$ cat src/rtl/serial_and8_collector.sv
// Serial-to-byte collector: shifts in 8 bits under valid/ready, then holds the
// byte and its all-ones flag until the downstream handshake or a clear.
module serial_and8_collector #(
  parameter bit MSB_FIRST = 1'b1
) (
  input  logic       clk,
  input  logic       reset,
  input  logic       clear,
  input  logic       in_bit,
  input  logic       in_valid,
  output logic       in_ready,
  output logic [7:0] out_word,
  output logic       out_and,
  output logic       out_valid,
  input  logic       out_ready,
  output logic [3:0] bit_count
);

  typedef enum logic {COLLECT, HOLD} state_t;

  state_t     state_q;
  logic [7:0] shreg_q;
  logic [7:0] shreg_d;
  logic [7:0] word_q;
  logic       and_q;
  logic [3:0] cnt_q;

  always_comb begin
    shreg_d = '0;
    if (MSB_FIRST) shreg_d = {shreg_q[6:0], in_bit};
    else           shreg_d = {in_bit, shreg_q[7:1]};
  end

  always_ff @(posedge clk) begin
    if (reset) begin
      state_q <= COLLECT;
      shreg_q <= '0;
      word_q  <= '0;
      and_q   <= 1'b0;
      cnt_q   <= '0;
    end else if (clear) begin
      // Held word is dropped but out_word/out_and keep their last value.
      state_q <= COLLECT;
      shreg_q <= '0;
      cnt_q   <= '0;
    end else begin
      case (state_q)
        COLLECT: begin
          if (in_valid) begin
            shreg_q <= shreg_d;
            if (cnt_q == 4'd7) begin
              word_q  <= shreg_d;
              and_q   <= &shreg_d;
              cnt_q   <= 4'd8;
              state_q <= HOLD;
            end else begin
              cnt_q <= cnt_q + 4'd1;
            end
          end
        end
        HOLD: begin
          if (out_ready) begin
            state_q <= COLLECT;
            cnt_q   <= '0;
          end
        end
        default: state_q <= COLLECT;
      endcase
    end
  end

  assign in_ready  = (state_q == COLLECT);
  assign out_valid = (state_q == HOLD);
  assign out_word  = word_q;
  assign out_and   = and_q;
  assign bit_count = cnt_q;

endmodule

$ cat config.mk
export PLATFORM = sky130hd
export DESIGN_NAME = serial_and8_collector
export DESIGN_NICKNAME = d
export VERILOG_FILES = /design/src/rtl/serial_and8_collector.sv
export SDC_FILE = /design/constraint.sdc
export NUM_CORES = 1
export LEC_CHECK = 0
export ABC_CLOCK_PERIOD_IN_PS = 2000
export BUFFER_PORTS_ARGS = -buffer_cell sky130_fd_sc_hd__buf_2
export CORE_MARGIN = 2
export CORE_UTILIZATION = 50
export DETAILED_ROUTE_END_ITERATION = 12
export GPL_TIMING_DRIVEN = 1
export PLACE_DENSITY = 0.78
export REMOVE_ABC_BUFFERS = 1
export SLEW_MARGIN = 20
export SYNTH_ARGS = -nofsm -noshare
export SYNTH_HDL_FRONTEND = slang
export SYNTH_SLANG_ARGS = --single-unit
export TNS_END_PERCENT = 50
$ cat constraint.sdc
create_clock -name clk -period 2 [get_ports clk]
set_clock_uncertainty 0.05 [all_clocks]
set_input_delay 0.3 -clock clk [delete_from_list [all_inputs] [get_ports clk]]
set_output_delay 0.3 -clock clk [all_outputs]
set_load 0.1 [all_outputs]
==> summary.log, run 1 <==
INFO  outcome        outcome=finished, final reports clean
INFO  clock_tree     cts.sinks=21
INFO  cells_and_area syn_to_final_growth=15.4%
INFO  synthesis      ys_seq_area_frac=0.479
INFO  sta            report.final.slew_viol_count=0
INFO  critical_path  critPathArrivalTime=1.89ns
INFO  clock_tree     cts_resized=0
INFO  global_routing groute.usage.overall=0.188
INFO  sta            post-route-period-util=0.852
INFO  flow_run       cap_violations=0
INFO  sta            finalSetupViolCount=0
INFO  global_routing grt_max_degree=13
INFO  synthesis      post_synth_instance_area=878um2
INFO  min_path       hold_path_end=out_word[0]
INFO  critical_path  timing.reg2reg.worst_path_depth=3
INFO  clock_tree     clock_transition_at_the_register_clock_pins_on_the_worst_setup_and_hold_paths_after_cts=0.11ns
INFO  floorplan      coreArea=0.00169mm2
INFO  sta            fmax=587MHz
INFO  synthesis      synth.ff_latch_count=21
INFO  pwr            power_leakage=0.000390uW
INFO  sta            fin_setup_tns=0ns
INFO  detailed_routing drt_pre_antenna_iters=4
INFO  sta            finalHoldViolations=0
INFO  cells_and_area multi_input_comb_area=415um2
INFO  floorplan      dieWidth=45.9um
INFO  floorplan      initial_core_util=0.520
INFO  detailed_routing drt.antenna.violating_nets=0
INFO  cells_and_area final_cell_mix=a21oi_1, dfxtp_1, buf_2
INFO  place          place.port_buffers=20
INFO  clock_tree     clk_root_buffer_cell=clkbuf_4
INFO  detailed_routing drt-initial-drc-count=12
INFO  min_path       type_of_the_worst_min_delay_path=primary input to flop
INFO  sta            max_slew.worst_pin.slew=0.487ns
INFO  synthesis      yosys_warnings=0
INFO  pwr            p_per_area=654mW/mm2
INFO  critical_path  setup.reg_to_reg.worst_slack=0.30ns
INFO  cells_and_area layout.nets=136
INFO  detailed_routing drc=0
INFO  synthesis      netlist_instances=108
INFO  global_routing first_global_vias=679
INFO  cells_and_area drive_gt1_frac=0.211
INFO  floorplan      rows=15
INFO  detailed_routing route.detailed.vias_per_inst=5.72
INFO  synthesis      syn_area_per_cell=8.13um2
INFO  critical_path  critical_path_class=flop to flop
INFO  place          globalplace.congestion=0.752
INFO  clock_tree     clock_tree.buffer_depth=2
INFO  cells_and_area final_core_util=0.600
INFO  detailed_routing drt-total-wl=1760um
INFO  critical_path  crit_path_max_fanout=11
INFO  global_routing grt_first_pass_wirelength=2840um
INFO  critical_path  worst-endpoint-required=2.19ns
INFO  clock_tree     cts_htree_levels=1
INFO  floorplan      design.die.area=0.00211mm2
INFO  clock_tree     post-cts-setup-buffer-count=0
INFO  detailed_routing dr_total_vias=830
INFO  sta            maxSlewHeadroom=0.678
INFO  pwr            worst_ir_drop_vdd=0.416mV
INFO  synthesis      post_synth_num_cell_types=26
INFO  min_path       min_path_cells=2
INFO  global_routing gr-total-overflow=0
INFO  global_routing grt_antenna_before_repair=0
INFO  detailed_routing wire_length_per_cell_after_detailed_routing=12.1um
INFO  floorplan      top_level_ports=21
INFO  critical_path  cp-start-kind=flop
INFO  sta            period_needed=1.70ns
INFO  place          dp_hpwl=1300um
INFO  cells_and_area layout.area.seq=420um2
INFO  clock_tree     tritoncts=done
INFO  critical_path  worstReg2RegStart=out_valid
INFO  clock_tree     clock_latency=0.30ns
INFO  critical_path  rr_endpoint=out_and
INFO  cells_and_area antenna-diode-count=0
INFO  critical_path  timing.critical_path.to_type=flop
INFO  sta            grt_setup_unrepaired=false
INFO  clock_tree     cts_buffers=3
INFO  min_path       timing.hold.worst.start=reset
INFO  floorplan      die_h=45.9um
INFO  cells_and_area num-fill-cells=161
INFO  clock_tree     cts_hold_repair.buffers=0
## per-layer routing
metal	part of all wire	global-route usage	wire length (um)	up-vias
met5	0	0	0	-
met3	0.038	0.0357	66	4
met4	0.015	0.0857	26	0
li1	-	-	-	420
met2	0.47	0.303	824	19
met1	0.48	0.239	839	387
## worst max-delay path: stages (launching register included)
cell,delay [ns]
dfxtp_1,0.40
or3b_1,0.53
or4_1,0.54
a21oi_1,0.12
## stage by stage
step / power (uW) / hold slack (ns) / std cells / cell area [um2] / setup slack, ns
final: 662 / 0.212 / 145 / 1010 / 0.297
after global routing: 691 / 0.213 / 145 / 1010 / 0.173
after CTS: 673 / 0.204 / 145 / 1010 / 0.291
after detailed placement: 477 / 0.416 / 141 / 987 / 0.306
after global placement: 476 / 0.413 / 141 / 987 / 0.340
after floorplan: 457 / 0.319 / 101 / 843 / -0.326
## synthesized netlist by cell type
master    instances  area share
a31oi_1           1      0.0071
a21oi_1          21        0.12
nor2_1            3       0.013
a41oi_1           1       0.010
nor3b_1           1      0.0086
nor4b_1           1       0.010
nor2b_1           2       0.014
or3_1             1      0.0071
nand2b_1          1      0.0071
and3b_1           2       0.020
nand3b_1          1      0.0086
nand4_1           2       0.014
dfxtp_1          21        0.48
o21a_1            1      0.0086
or4_1             1      0.0086
ha_1              1       0.014
nand3_1          10       0.057
o21ai_0           9       0.051
or2_2             1      0.0071
nand2_1          16       0.068
or3b_1            1       0.010
buf_6             1       0.013
a211oi_1          1      0.0086
inv_1             2      0.0086
clkbuf_2          1      0.0057
clkbuf_1          5       0.021
## power by group
group | switching (uW) | total [uW] | internal (uW) | leakage [uW]
Combinational | 32.0 | 44.5 | 12.5 | 0.000206
Sequential | 2.55 | 423 | 420 | 0.000169
Clock | 118 | 195 | 77.6 | 0.0000150
Total | 152 | 662 | 510 | 0.000390
## worst max-delay path by stage
stage                       from      end  slack [ns]  cells past startpoint
floorplan           bit_count[0]  out_and       -0.33                      4
global placement        in_valid  out_and        0.34                      4
detailed placement     out_valid  out_and        0.31                      3
CTS                    out_valid  out_and        0.29                      3
global route           out_valid  out_and        0.17                      3
finish                 out_valid  out_and        0.30                      3
## kinds of logic after synthesis
logic type	count (synthesis)	synth area share
and+or+nand+nor	43	0.254
AOI/OAI and AO/OA	34	0.205
DFF	21	0.479
buffers and inverters	9	0.0484
adders and majority gates	1	0.0142
## registers in the layout, summed over array words and instances, names as in the netlist
signal,flops
shreg_q,7
out_and,1
out_word,8
out_valid,1
bit_count,4
## layout make-up
type                            instances  share of cell area
Tap cell                               17              0.0210
Inverter                                2             0.00741
Multi-Input combinational cell         78               0.410
Timing Repair Buffer                   23               0.121
Sequential cell                        21               0.415
Clock buffer                            4              0.0259
No activity file was read; power rests on OpenSTA's default activity.
==> inputs of run 2 (changes only) <==
--- a/config.mk
+++ b/config.mk
@@ -5,13 +5,13 @@
 export SDC_FILE = /design/constraint.sdc
 export NUM_CORES = 1
 export LEC_CHECK = 0
-export ABC_CLOCK_PERIOD_IN_PS = 2000
+export ABC_CLOCK_PERIOD_IN_PS = 1550
 export BUFFER_PORTS_ARGS = -buffer_cell sky130_fd_sc_hd__buf_2
 export CORE_MARGIN = 2
-export CORE_UTILIZATION = 50
+export CORE_UTILIZATION = 45
 export DETAILED_ROUTE_END_ITERATION = 12
 export GPL_TIMING_DRIVEN = 1
-export PLACE_DENSITY = 0.78
+export PLACE_DENSITY = 0.75
 export REMOVE_ABC_BUFFERS = 1
 export SLEW_MARGIN = 20
 export SYNTH_ARGS = -nofsm -noshare
==> constraint.sdc (replaced) <==
create_clock -name clk -period 1.55 [get_ports clk]
set_clock_uncertainty 0.05 [all_clocks]
set_input_delay 0.2325 -clock clk [delete_from_list [all_inputs] [get_ports clk]]
set_output_delay 0.2325 -clock clk [all_outputs]
set_load 0.1 [all_outputs]
==> run 2 against run 1 <==
Net effect: non-clock buffer count rose by 6; die area up 10%; global-route usage rose by 0.33 points; worst setup slack got worse by 0.24 ns; combinational power rose by 49%; core utilization grew 0.42 points; wire length increased by 6.5%; sequential power grew 29%; hold slack got worse by 0.069 ns; clock-buffer cell count is 1 lower; register-to-register slack worse by 0.21 ns; first-iteration DRC count is 33% higher; critical path type is now flop to output pin; largest power group unchanged.
==> summary.log, run 2 (same netlist as run 1, synthesis figures left out) <==
INFO  pwr            sw_frac_of_total=0.247
INFO  place          place.port_buffers=20
INFO  cells_and_area largest_register_ffs=8
INFO  cells_and_area stdcell_count=159
INFO  sta            grt_setup_unrepaired=false
INFO  clock_tree     tritoncts=done
INFO  sta            report.final.slew_viol_count=0
INFO  floorplan      coreArea=0.00178mm2
INFO  clock_tree     clock_transition_at_the_register_clock_pins_on_the_worst_setup_and_hold_paths_after_cts=0.12ns
INFO  clock_tree     cts_buffers=3
INFO  cells_and_area layout.nets=142
INFO  cells_and_area final_cell_mix=a21oi_1, dfxtp_1, buf_2
INFO  floorplan      initial_core_util=0.493
INFO  detailed_routing drc=0
INFO  critical_path  critical_path_class=flop to output pin
INFO  detailed_routing drt.antenna.violating_nets=0
INFO  clock_tree     cts_htree_levels=1
INFO  cells_and_area drive_gt1_frac=0.254
INFO  global_routing groute.usage.overall=0.191
INFO  floorplan      top_level_ports=21
INFO  cells_and_area finalInstanceArea=0.00108mm2
INFO  sta            fmax=670MHz
INFO  sta            maxSlewHeadroom=0.676
INFO  pwr            total_switching_power=216uW
INFO  clock_tree     clk_root_buffer_cell=clkbuf_4
INFO  pwr            seq_power_share=0.621
INFO  global_routing gr-total-overflow=0
INFO  sta            fin_hold_ws=0.142ns
INFO  place          dpl_cell_area=0.00104mm2
INFO  global_routing grt_antenna_before_repair=0
INFO  sta            fin_setup_tns=0ns
INFO  detailed_routing wire_length_per_cell_after_detailed_routing=11.8um
INFO  floorplan      design.die.area=0.00232mm2
INFO  place          globalplace.congestion=0.771
INFO  clock_tree     post-cts-setup-buffer-count=0
INFO  sta            max_slew.worst_pin.slew=0.489ns
INFO  clock_tree     clock_tree.buffer_depth=2
INFO  pwr            worst_ir_drop_vdd=0.576mV
INFO  clock_tree     clock_latency=0.31ns
INFO  floorplan      die_h=48.2um
INFO  pwr            internal_power=660uW
INFO  pwr            power_leakage=0.000424uW
INFO  place          dp_hpwl=1390um
INFO  global_routing grt_max_degree=13
INFO  sta            finalHoldViolations=0
INFO  cells_and_area antenna-diode-count=0
INFO  sta            period_needed=1.49ns
INFO  floorplan      dieWidth=48.2um
INFO  critical_path  crit_path_max_fanout=4
INFO  flow_run       cap_violations=0
INFO  detailed_routing dr_total_vias=860
INFO  cells_and_area syn_to_final_growth=22.6%
INFO  clock_tree     cts_hold_repair.buffers=0
INFO  global_routing grt_first_pass_wirelength=3070um
INFO  sta            post-route-period-util=0.964
INFO  clock_tree     cts.sinks=21
INFO  place          placed_cells_incl_taps=155
INFO  critical_path  timing.critical_path.to_type=output pin
INFO  critical_path  worst-endpoint-required=1.27ns
INFO  detailed_routing drt_pre_antenna_iters=4
INFO  detailed_routing drt-initial-drc-count=16
INFO  critical_path  critPathArrivalTime=1.21ns
INFO  sta            finalSetupViolCount=0
INFO  min_path       type_of_the_worst_min_delay_path=primary input to flop
INFO  outcome        outcome=finished, final reports clean
INFO  pwr            power.share.clock=0.303
INFO  critical_path  cp-start-kind=flop
INFO  pwr            p_per_area=813mW/mm2
INFO  pwr            p_comb_frac=0.075
INFO  detailed_routing route.detailed.vias_per_inst=5.41
INFO  detailed_routing drt-total-wl=1870um
INFO  floorplan      rows=15
INFO  global_routing first_global_vias=735
==> run 2: cell types whose count changed in the layout (fill, tap and decap cells not counted) <==
| cell | change |
|---|---|
| clkinv_2 | +1 |
| clkbuf_1 | -1 |
| buf_2 | -3 |
| buf_4 | +6 |
| clkbuf_4 | +3 |
==> run 2: repair_timing <==
item | 4_1_cts | 5_1_grt
endpoints found under the setup margin | 0 | 3
resized for setup | 0 | 3
hold endpoints to repair | 0 | 0
==> run 2: cell type report <==
cell class / instances / area (um2)
clock buffers: 3 / 22.5
inverters: 2 / 7.51
repair buffers: 29 / 175
flip-flops and latches: 21 / 420
clock inverters: 1 / 5.00
multi-input cells: 78 / 415
fillers: 184 / 706
well taps: 25 / 31.3
==> run 2: power by group through the flow <==
stage | Combinational (uW) | Sequential (uW) | Clock [uW]
floorplan | 21.6 | 568 | 0
global placement | 64.5 | 556 | 0
detailed placement | 65.9 | 556 | 0
CTS | 66.2 | 544 | 273
global route | 71.8 | 545 | 293
finish | 66.1 | 544 | 266
==> run 2: per-stage QoR <==
stage	util	total power (uW)	worst slack, ns
3_3_place_gp	0.585	621	0.105
2_1_floorplan	-	590	-0.776
6_report	0.604	876	0.0566
4_1_cts	0.600	884	0.0120
5_1_grt	0.604	909	0.0141
3_5_place_dp	0.585	622	0.0679
==> run 2: worst paths after layout <==
kind,start,endpoint,slack [ns],depth (start not counted)
setup / recovery,bit_count[1],bit_count[1],0.06,2
hold / removal,in_bit,shreg_q[0],0.14,3
setup reg to reg,bit_count[1],out_and,0.09,4
hold reg to reg,out_word[0],out_word[0],0.43,2
==> run 2: routing by layer <==
metal / track usage / wire, um
met4: 0.0973 / 34
met3: 0.0333 / 96
met5: 0 / 0
met1: 0.264 / 871
met2: 0.284 / 871
==> run 2: worst max-delay path, cell delays in order, from the launching register on <==
cell     delay (ns)
dfxtp_1        0.36
buf_4          0.12
buf_2          0.42
==> inputs of run 3 (changes only) <==
--- a/config.mk
+++ b/config.mk
@@ -12,7 +12,6 @@
 export DETAILED_ROUTE_END_ITERATION = 12
 export GPL_TIMING_DRIVEN = 1
 export PLACE_DENSITY = 0.75
-export REMOVE_ABC_BUFFERS = 1
 export SLEW_MARGIN = 20
 export SYNTH_ARGS = -nofsm -noshare
 export SYNTH_HDL_FRONTEND = slang
==> run 3 against run 2 <==
Net effect: maximum frequency increased by 5.0%; via count decreased by 6.2%; register-to-register slack improved by 0.04 ns; critical path type is now flop to flop; critical path depth increased by 2; sequential power decreased by 0.9%; wire length decreased by 1.3%.
==> summary.log, run 3 (same netlist as run 1, synthesis figures left out) <==
INFO  sta            maxSlewHeadroom=0.677
INFO  detailed_routing drt-total-wl=1850um
INFO  detailed_routing drt.antenna.violating_nets=0
INFO  detailed_routing dr_total_vias=807
INFO  cells_and_area final_core_util=0.601
INFO  place          placed_cells_incl_taps=151
INFO  global_routing gr-total-overflow=0
INFO  sta            finalSetupViolCount=0
INFO  pwr            p_per_area=799mW/mm2
INFO  sta            period_needed=1.42ns
INFO  pwr            power=856uW
INFO  critical_path  timing.critical_path.to_type=flop
INFO  global_routing first_global_vias=670
INFO  detailed_routing drt-initial-drc-count=21
INFO  critical_path  critPathArrivalTime=1.60ns
INFO  min_path       type_of_the_worst_min_delay_path=primary input to flop
INFO  floorplan      die_h=48.2um
INFO  critical_path  crit_path_max_fanout=6
INFO  clock_tree     clk_root_buffer_cell=clkbuf_4
INFO  sta            fmax=703MHz
INFO  min_path       min_path_cells=3
INFO  sta            max_slew.worst_pin.slew=0.487ns
INFO  critical_path  slowest_delay=0.52ns
INFO  detailed_routing drt_pre_antenna_iters=5
INFO  clock_tree     cts_htree_levels=1
INFO  cells_and_area antenna-diode-count=0
INFO  critical_path  worst-endpoint-required=1.73ns
INFO  clock_tree     cts_hold_repair.buffers=0
INFO  cells_and_area final_common_cell=a21oi_1
INFO  synthesis      syn_nets=115
INFO  floorplan      design.die.area=0.00232mm2
INFO  cells_and_area stdcell_count=155
INFO  detailed_routing wire_length_per_cell_after_detailed_routing=11.9um
INFO  critical_path  cp-start-kind=flop
INFO  clock_tree     cts_buffers=3
INFO  pwr            worst_ir_drop_vdd=0.504mV
INFO  place          dp_hpwl=1370um
INFO  cells_and_area final_cell_mix=a21oi_1, buf_2, nand2_1, dfxtp_1, nand3_1
INFO  floorplan      dieWidth=48.2um
INFO  pwr            power_leakage=0.000404uW
INFO  clock_tree     clock_latency=0.29ns
INFO  detailed_routing drc=0
INFO  sta            post-route-period-util=0.917
INFO  critical_path  timing.reg2reg.worst_path_depth=4
INFO  flow_run       cap_violations=0
INFO  critical_path  timing.critical_path.cells=ha_4, nand3b_1, or4_1, a21oi_1
INFO  clock_tree     clock_transition_at_the_register_clock_pins_on_the_worst_setup_and_hold_paths_after_cts=0.12ns
INFO  clock_tree     cts_resized=0
INFO  global_routing grt_max_degree=13
INFO  sta            grt_setup_unrepaired=false
INFO  clock_tree     cts.sinks=21
INFO  critical_path  critical_path_class=flop to flop
INFO  floorplan      initial_core_util=0.493
INFO  global_routing groute.usage.overall=0.171
INFO  global_routing grt_antenna_before_repair=0
INFO  place          place.port_buffers=20
INFO  sta            finalHoldViolations=0
INFO  clock_tree     tritoncts=done
INFO  clock_tree     clock_tree.buffer_depth=2
INFO  outcome        outcome=finished, final reports clean
INFO  detailed_routing route.detailed.vias_per_inst=5.21
INFO  cells_and_area syn_to_final_growth=21.9%
INFO  place          globalplace.congestion=0.840
INFO  cells_and_area drive_gt1_frac=0.277
INFO  floorplan      coreArea=0.00178mm2
INFO  cells_and_area largest_register_ffs=8
INFO  sta            report.final.slew_viol_count=0
INFO  global_routing grt_first_pass_wirelength=2800um
INFO  floorplan      rows=15
INFO  critical_path  slowest_stage=or4_1
INFO  cells_and_area layout.nets=138
INFO  floorplan      top_level_ports=21
INFO  clock_tree     post-cts-setup-buffer-count=0
run 3: cell types whose count changed in the layout (fill, tap and decap cells not counted), moves of 3 or more:
cell | previous run | this run
buf_2 | 17 | 20
buf_4 | 9 | 5
dfxtp_4 | 0 | 5
clkbuf_4 | 6 | 3
dfxtp_1 | 21 | 16
run 3: power by group:
part	internal (uW)	switching (uW)	total [uW]
logic	19.8	43.1	62.9
registers	535	4.16	539
clock network	95.8	159	254
total	650	206	856
run 3: layer usage:
layer  track usage  part of all wire  up-vias
met1         0.226              0.48      362
met5             0                 0        -
met3        0.0222             0.049        2
met2         0.292              0.46       21
li1              -                 -      422
met4        0.0486            0.0065        0
run 3: path summary, 6_finish.rpt:
check,startpoint,endpoint,slack (ns)
worst min register to register,out_word[2],out_word[2],0.43
worst max register to register,bit_count[0],out_and,0.13
worst max-delay path,bit_count[0],out_and,0.13
worst min-delay path,in_bit,shreg_q[0],0.15
run 3: worst max-delay path: cells and delay by family (launching register included):
kind                     cells  cell delay, ns
flip-flops                   1            0.40
AND/OR/NAND/NOR              2            0.62
adder cells (fa/ha/maj)      1            0.16
AO/OA/AOI/OAI                1            0.14
run 3: per-stage QoR:
stage	TNS [ns]	hold WS [ns]	instance area (um2)	setup WS, ns
2_1_floorplan	-0.183	0.318	918	-0.183
3_3_place_gp	0	0.408	1040	0.176
3_5_place_dp	0	0.414	1040	0.161
4_1_cts	0	0.148	1070	0.119
5_1_grt	0	0.136	1070	0.0637
6_report	0	0.149	1070	0.128
run 3: area by class of cell:
type,count,area [um2]
Timing Repair Buffer,25,138
Fill cell,168,712
Tap cell,25,31.3
Clock buffer,3,22.5
Clock inverter,1,5.00
Multi-Input combinational cell,78,428
Inverter,2,7.51
Sequential cell,21,439
